### src/rtl/arm_test_sequencer_pkg.sv
// Shared types for the ARM test-round sequencer: FSM state encoding and
// the width of every counter in the block.
package arm_test_sequencer_pkg;

   localparam int CNT_W = 32;

   typedef enum logic [2:0] {
      S_SETTLE = 3'd0,
      S_ARM    = 3'd1,
      S_START  = 3'd2,
      S_WAIT   = 3'd3,
      S_GAP    = 3'd4,
      S_DONE   = 3'd5
   } state_t;

endpackage

### src/rtl/arm_test_sequencer_if.sv
// Round handshake between the sequencer (master, standing in for the ARM
// host) and the root hub of the distributed decoder (slave).
interface arm_test_sequencer_if;
   import arm_test_sequencer_pkg::*;

   logic             result_valid;
   logic             new_round_start;
   logic [CNT_W-1:0] total_test_case_counter;
   logic             round_timeout;
   logic             done;

   modport master (
      input  result_valid,
      output new_round_start,
      output total_test_case_counter,
      output round_timeout,
      output done
   );

   modport slave (
      output result_valid,
      input  new_round_start,
      input  total_test_case_counter,
      input  round_timeout,
      input  done
   );

endinterface

### src/rtl/arm_test_sequencer.sv
// Test-round sequencer: settles after reset, then launches one decoding
// round at a time, waits for the decoder result (or a timeout), idles for
// a gap and repeats until the configured number of rounds has run.
// A single saturating cycle counter is shared by all states; it restarts
// at zero on every state change, so within a state it is the 0-based
// index of the current cycle in that state.
module arm_test_sequencer
   import arm_test_sequencer_pkg::*;
#(
   parameter logic [CNT_W-1:0] reset_threshold = 32'd100,
   parameter int unsigned      INTER_ROUND_GAP = 4,
   parameter int unsigned      MAX_TEST_CASES  = 0,
   parameter int unsigned      TIMEOUT_CYCLES  = 0
) (
   input  logic                 clk,
   input  logic                 reset,
   arm_test_sequencer_if.master bus
);

   // Index of the last cycle spent in each timed state. Thresholds of 0
   // collapse onto index 0 so the state still lasts one cycle; a gap of 0
   // is treated as the minimum gap of 1.
   localparam logic [CNT_W-1:0] SETTLE_LAST  = (reset_threshold == '0) ? '0 : reset_threshold - 1'b1;
   localparam logic [CNT_W-1:0] GAP_LAST     = (INTER_ROUND_GAP <= 1) ? '0 : CNT_W'(INTER_ROUND_GAP - 1);
   localparam logic [CNT_W-1:0] TIMEOUT_LAST = (TIMEOUT_CYCLES == 0) ? '0 : CNT_W'(TIMEOUT_CYCLES - 1);
   localparam logic [CNT_W-1:0] MAX_ID       = CNT_W'(MAX_TEST_CASES);
   localparam bit               TIMEOUT_EN   = (TIMEOUT_CYCLES != 0);
   localparam bit               LIMIT_EN     = (MAX_TEST_CASES != 0);

   state_t           state_q, state_d;
   logic [CNT_W-1:0] cnt_q, cnt_d;
   logic [CNT_W-1:0] case_id_q;
   logic             new_round_start_q;
   logic             round_timeout_q;
   logic             done_q;
   logic             timeout_fire;

   // Increment that sticks at all-ones instead of wrapping.
   function automatic logic [CNT_W-1:0] sat_inc(input logic [CNT_W-1:0] v);
      return (&v) ? v : v + 1'b1;
   endfunction

   // Next-state logic; result_valid takes priority over the round timeout.
   always_comb begin
      state_d      = state_q;
      cnt_d        = sat_inc(cnt_q);
      timeout_fire = 1'b0;
      case (state_q)
         S_SETTLE: if (cnt_q == SETTLE_LAST) state_d = S_ARM;
         // A result still held from the previous round must drop first.
         S_ARM:    if (!bus.result_valid) state_d = S_START;
         S_START:  state_d = S_WAIT;
         S_WAIT: begin
            if (bus.result_valid) begin
               state_d = S_GAP;
            end else if (TIMEOUT_EN && (cnt_q == TIMEOUT_LAST)) begin
               state_d      = S_GAP;
               timeout_fire = 1'b1;
            end
         end
         S_GAP: begin
            if (cnt_q == GAP_LAST) begin
               state_d = (LIMIT_EN && (case_id_q == MAX_ID)) ? S_DONE : S_ARM;
            end
         end
         S_DONE:   state_d = S_DONE;
         default:  state_d = S_SETTLE;
      endcase
      if (state_d != state_q) cnt_d = '0;
   end

   // State register and shared cycle counter.
   always_ff @(posedge clk) begin
      if (!reset) begin
         state_q <= S_SETTLE;
         cnt_q   <= '0;
      end else begin
         state_q <= state_d;
         cnt_q   <= cnt_d;
      end
   end

   // Registered outputs, derived from the next state so they line up with
   // the state they describe; the case ID advances on the START edge.
   always_ff @(posedge clk) begin
      if (!reset) begin
         new_round_start_q <= 1'b0;
         case_id_q         <= '0;
         round_timeout_q   <= 1'b0;
         done_q            <= 1'b0;
      end else begin
         new_round_start_q <= (state_d == S_START);
         if (state_d == S_START) case_id_q <= case_id_q + 1'b1;
         round_timeout_q   <= timeout_fire;
         done_q            <= (state_d == S_DONE);
      end
   end

   assign bus.new_round_start         = new_round_start_q;
   assign bus.total_test_case_counter = case_id_q;
   assign bus.round_timeout           = round_timeout_q;
   assign bus.done                    = done_q;

endmodule

### src/flat_wrapper.sv
// flat-port wrapper written by rule: the top's interface ports become plain ports
module arm_test_sequencer_flat import arm_test_sequencer_pkg::*;
#(
   parameter logic [CNT_W-1:0] reset_threshold = 32'd100,
   parameter int unsigned      INTER_ROUND_GAP = 4,
   parameter int unsigned      MAX_TEST_CASES  = 0,
   parameter int unsigned      TIMEOUT_CYCLES  = 0
)
  (clk, reset, bus_result_valid, bus_new_round_start, bus_total_test_case_counter, bus_round_timeout, bus_done);
  arm_test_sequencer_if bus_i ();
  input  logic clk;
  input  logic reset;
  input wire logic [$bits(bus_i.result_valid)-1:0] bus_result_valid;
  output wire logic [$bits(bus_i.new_round_start)-1:0] bus_new_round_start;
  output wire logic [$bits(bus_i.total_test_case_counter)-1:0] bus_total_test_case_counter;
  output wire logic [$bits(bus_i.round_timeout)-1:0] bus_round_timeout;
  output wire logic [$bits(bus_i.done)-1:0] bus_done;
  assign bus_i.result_valid = bus_result_valid;
  assign bus_new_round_start = bus_i.new_round_start;
  assign bus_total_test_case_counter = bus_i.total_test_case_counter;
  assign bus_round_timeout = bus_i.round_timeout;
  assign bus_done = bus_i.done;
  arm_test_sequencer #(.reset_threshold(reset_threshold), .INTER_ROUND_GAP(INTER_ROUND_GAP), .MAX_TEST_CASES(MAX_TEST_CASES), .TIMEOUT_CYCLES(TIMEOUT_CYCLES)) u_core (.clk(clk), .reset(reset), .bus(bus_i));
endmodule
### config.mk
export PLATFORM = sky130hd
export DESIGN_NAME = arm_test_sequencer_flat
export DESIGN_NICKNAME = d
export VERILOG_FILES = /design/src/rtl/arm_test_sequencer_pkg.sv /design/src/rtl/arm_test_sequencer_if.sv /design/src/rtl/arm_test_sequencer.sv /design/src/flat_wrapper.sv
export SDC_FILE = /design/constraint.sdc
export NUM_CORES = 1
export LEC_CHECK = 0
export CAP_MARGIN = 20
export CORE_UTILIZATION = 55
export CTS_CLUSTER_SIZE = 25
export DETAILED_ROUTE_END_ITERATION = 6
export GPL_TIMING_DRIVEN = 0
export HOLD_SLACK_MARGIN = 0.03
export PLACE_DENSITY_LB_ADDON = 0.08
export SYNTH_ARGS = -nofsm -noshare
export SYNTH_HDL_FRONTEND = slang
export SYNTH_SLANG_ARGS = --single-unit
### constraint.sdc
create_clock -name clk -period 6.8 [get_ports clk]
set_input_delay 1.7 -clock clk [delete_from_list [all_inputs] [get_ports clk]]
set_output_delay 1.7 -clock clk [all_outputs]
set_load 0.05 [all_outputs]
==> impl_metrics.yaml <==
outcome:
  status: "complete, no violations"
global_route:
  grt_pass1_wl_mm: 12.99
  grt_pass1_vias: 2681
  antenna_found_initial: 0
  grt_max_degree: 11
  grt_overflow: 0
  track_usage: 0.2628
synth:
  synth.area.top_cells: "dfxtp_1 (41%), nor2_1 (5.5%), xnor2_1 (4.9%)"
  synth_edf_count: 0
  synth-simple-area-share: 0.3304
  ys_seq_elements: 69
  syn_avg_cell_area_um2: 8.315
  netlist_area_um2: 3401
  async_reset_ff_frac: 0
  ys_warn_count: 0
  yosysTopAreaCell: "dfxtp_1"
  synth_mux_area_frac: 0.01177
  synth_fp_nets: 414
  yosysTopAreaCellShare: 0.4062
  synthDistinctLibCells: 56
  synth_top_family_by_area: "simple AND/OR/NAND/NOR gates"
  syn_inst: 409
  synth-compound-area-share: 0.1332
  synth-xor-area-share: 0.07211
  synth_fa_ha_area_frac: 0.007358
  seq_area_frac_synth: 0.4062
  synthFlopType: "dfxtp_1"
clocking:
  clock_path_buffers: 2
  cts_tree: "built"
  clk_latency_ns: 0.34
  clockRootBuffer: "clkbuf_8"
  cts_hold_buf: 0
  post_cts_resize_count: 0
  clkSinkCount: 69
  cts_buffers: 9
  clk_pin_slew_ns: 0.07
  cts_setup_buffers: 0
  htreeDepth: 3
placed_design:
  dp_hpwl_mm: 5.441
  place_congestion: 0.8247
  portBuffers: 36
sta:
  finalSetupViolCount: 0
  post-route-period-util: 0.5557
  clock_skew_ns: 0.006131
  relSlewSlack: 0.4524
  finalSetupTns_ns: 0
  final_max_slew_viol_count: 0
  hold_viol_final: 0
  tightest_slew_ns: 0.8152
  grt_setup_unrepaired: "false"
  max_freq_mhz: 264.6
  layout_min_cycle_time_ns: 3.779
cells_and_area:
  nets: 461
  syn_to_final_growth_pct: 19.21
  fin_util: 0.6807
  nFillCells: 509
  drive_above_1_share: 0.07190
  antenna_cells: 0
setup_path:
  critPathLaunchType: "input port"
  worst_path_largest_cell_delay_ns: 0.66
  crit_type: "input port to register"
  crit_family: "simple AND/OR/NAND/NOR gates"
  crit_path_top_delay_cell: "nor3_1"
  crit_arrival_ns: 4.02
  crit_chain: "clkdlybuf4s50_1, nor4b_4, nand3_1, nor3_1, nand4_1, mux2i_1"
  worst-path-buf-inv: 1
  crit_required_ns: 7.04
  path_max_fanout: 8
  cp-end-kind: "register"
power_and_ir_drop:
  power.density_cell_area_nw_per_um2: 190.4
  irDropWorstVdd_mv: 0.1160
  power_w: 0.0007718
  p_leak_nw: 1.246
floorplanning:
  die_height_um: 80.64
  die_w_um: 80.64
  initial_core_util: 0.5710
  core_um2: 5956
  rows: 28
  io_pins: 38
  dieArea_um2: 6502
detailed_routing:
  vias: 3189
  ant_nets: 0
  wirelength_mm: 7.844
  dr.pass1.iters: 4
  routedWlPerCell_um: 14.69
  vias_per_cell: 5.972
  drc: 0
  drt_iter0_drc: 169
min_path:
  hold_path_class: "register to register"
job:
  cap_violations: 0
routing by layer:
layer  up-vias  global-route usage  wire length, um
li1       1583                   -                -
met1      1496              0.3807             3803
met2        97              0.3780             3509
met3        13             0.04659              411
met4         0              0.1107              119
met5         -                   0                0
logic make-up (layout without fill, tap and decap cells):
kind of cell | after synthesis | count (layout)
buffers and inverters | 29 | 79
XOR/XNOR | 28 | 28
other | 1 | 1
adder cells (fa/ha/maj) | 2 | 2
flip-flops | 69 | 69
AND/OR/NAND/NOR | 204 | 204
AO/OA/AOI/OAI | 72 | 72
multiplexers | 4 | 4
per-stage QoR:
stage,cells,instance area [um^2],worst slack [ns],hold slack (ns)
3_3_place_gp,520,3855,2.653,0.4559
4_1_cts,534,4054,3.030,0.4790
5_1_grt,534,4054,2.785,0.4891
2_1_floorplan,409,3401,3.466,0.4620
3_5_place_dp,520,3855,2.671,0.4676
6_report,534,4054,3.021,0.4764
area by class of cell:
type | instances | area (um^2) | share of cell area
buffer | 16 | 80.08 | 0.01975
clock buffer | 13 | 168.9 | 0.04167
timing repair buffer | 36 | 360.3 | 0.08889
tap | 75 | 93.84 | 0.02315
clock inverter | 1 | 30.03 | 0.007407
sequential | 69 | 1381 | 0.3407
inverter | 13 | 48.80 | 0.01204
multi-input combinational | 311 | 1891 | 0.4664
worst reg2reg max path, delay by kind of cell, from the launching register on:
kind	cells	cell delay, ns
flops	1	0.40
fa+ha+maj	1	0.26
buf+inv	1	0.26
simple gates	4	1.24
compound gates	1	0.25
path summary, 6_finish.rpt:
check,slack [ns],from,depth (start not counted),end
setup / recovery,3.02,bus_result_valid,6,u_core.bus.total_test_case_counter[30]$_SDFFE_PN0P_
setup reg to reg,4.31,u_core.cnt_q[0]$_SDFFE_PP0N_,7,u_core.cnt_q[21]$_SDFFE_PP0N_
hold / removal,0.48,u_core.bus.total_test_case_counter[31]$_SDFFE_PN0P_,2,u_core.bus.total_test_case_counter[31]$_SDFFE_PN0P_
hold reg to reg,0.48,u_core.bus.total_test_case_counter[31]$_SDFFE_PN0P_,2,u_core.bus.total_test_case_counter[31]$_SDFFE_PN0P_
cell usage after synthesis, types with 2 or more instances:
| cell type | n |
|---|---|
| nor4_1 | 22 |
| dfxtp_1 | 69 |
| o21bai_1 | 2 |
| buf_6 | 2 |
| nor2_1 | 50 |
| o21ai_0 | 22 |
| inv_1 | 13 |
| a211oi_1 | 3 |
| nand4_1 | 14 |
| nor3_1 | 11 |
| xnor2_1 | 19 |
| buf_1 | 3 |
| xor2_1 | 9 |
| a31oi_1 | 4 |
| o211ai_1 | 5 |
| nand3b_1 | 2 |
| ha_1 | 2 |
| and4_1 | 5 |
| and2_1 | 3 |
| nand2b_1 | 5 |
| or3_1 | 16 |
| or4_1 | 8 |
| mux2i_1 | 4 |
| a21oi_1 | 21 |
| or2_2 | 7 |
| clkbuf_1 | 9 |
| nor2b_1 | 2 |
| nand2_1 | 27 |
| a21bo_2 | 2 |
| nand3_1 | 22 |
layout by cell type (no fill, tap or decap), types with 2 or more instances in the layout:
| master | instances |
|---|---|
| clkbuf_8 | 12 |
| nor2b_1 | 2 |
| a21bo_2 | 2 |
| or2_2 | 7 |
| xor2_1 | 9 |
| nand3_1 | 22 |
| clkbuf_1 | 10 |
| nor2_1 | 50 |
| o21bai_1 | 2 |
| nand4_1 | 14 |
| a21oi_1 | 21 |
| nand3b_1 | 2 |
| nor3_1 | 11 |
| a31oi_1 | 4 |
| or4_1 | 8 |
| o211ai_1 | 5 |
| or3_1 | 16 |
| mux2i_1 | 4 |
| inv_1 | 13 |
| a211oi_1 | 3 |
| ha_1 | 2 |
| o21ai_0 | 22 |
| nand2b_1 | 5 |
| nor4_1 | 22 |
| and2_1 | 3 |
| dfxtp_1 | 69 |
| nand2_1 | 27 |
| buf_6 | 2 |
| and4_1 | 5 |
| clkdlybuf4s50_1 | 36 |
| xnor2_1 | 19 |
| buf_1 | 3 |
registers in the layout, summed over array words and instances, names as in the netlist:
| name | count |
|---|---|
| u_core.bus.new_round_start | 1 |
| u_core.bus.total_test_case_counter | 32 |
| u_core.state_q | 3 |
| u_core.bus.done | 1 |
| u_core.cnt_q | 32 |
report_power, final:
part | internal (W) | total (W) | switching [W]
logic | 0.00000629 | 0.0000210 | 0.0000148
clock network | 0.000196 | 0.000342 | 0.000146
registers | 0.000406 | 0.000409 | 0.00000286
Note: power is estimated with default switching activity, not from simulation.
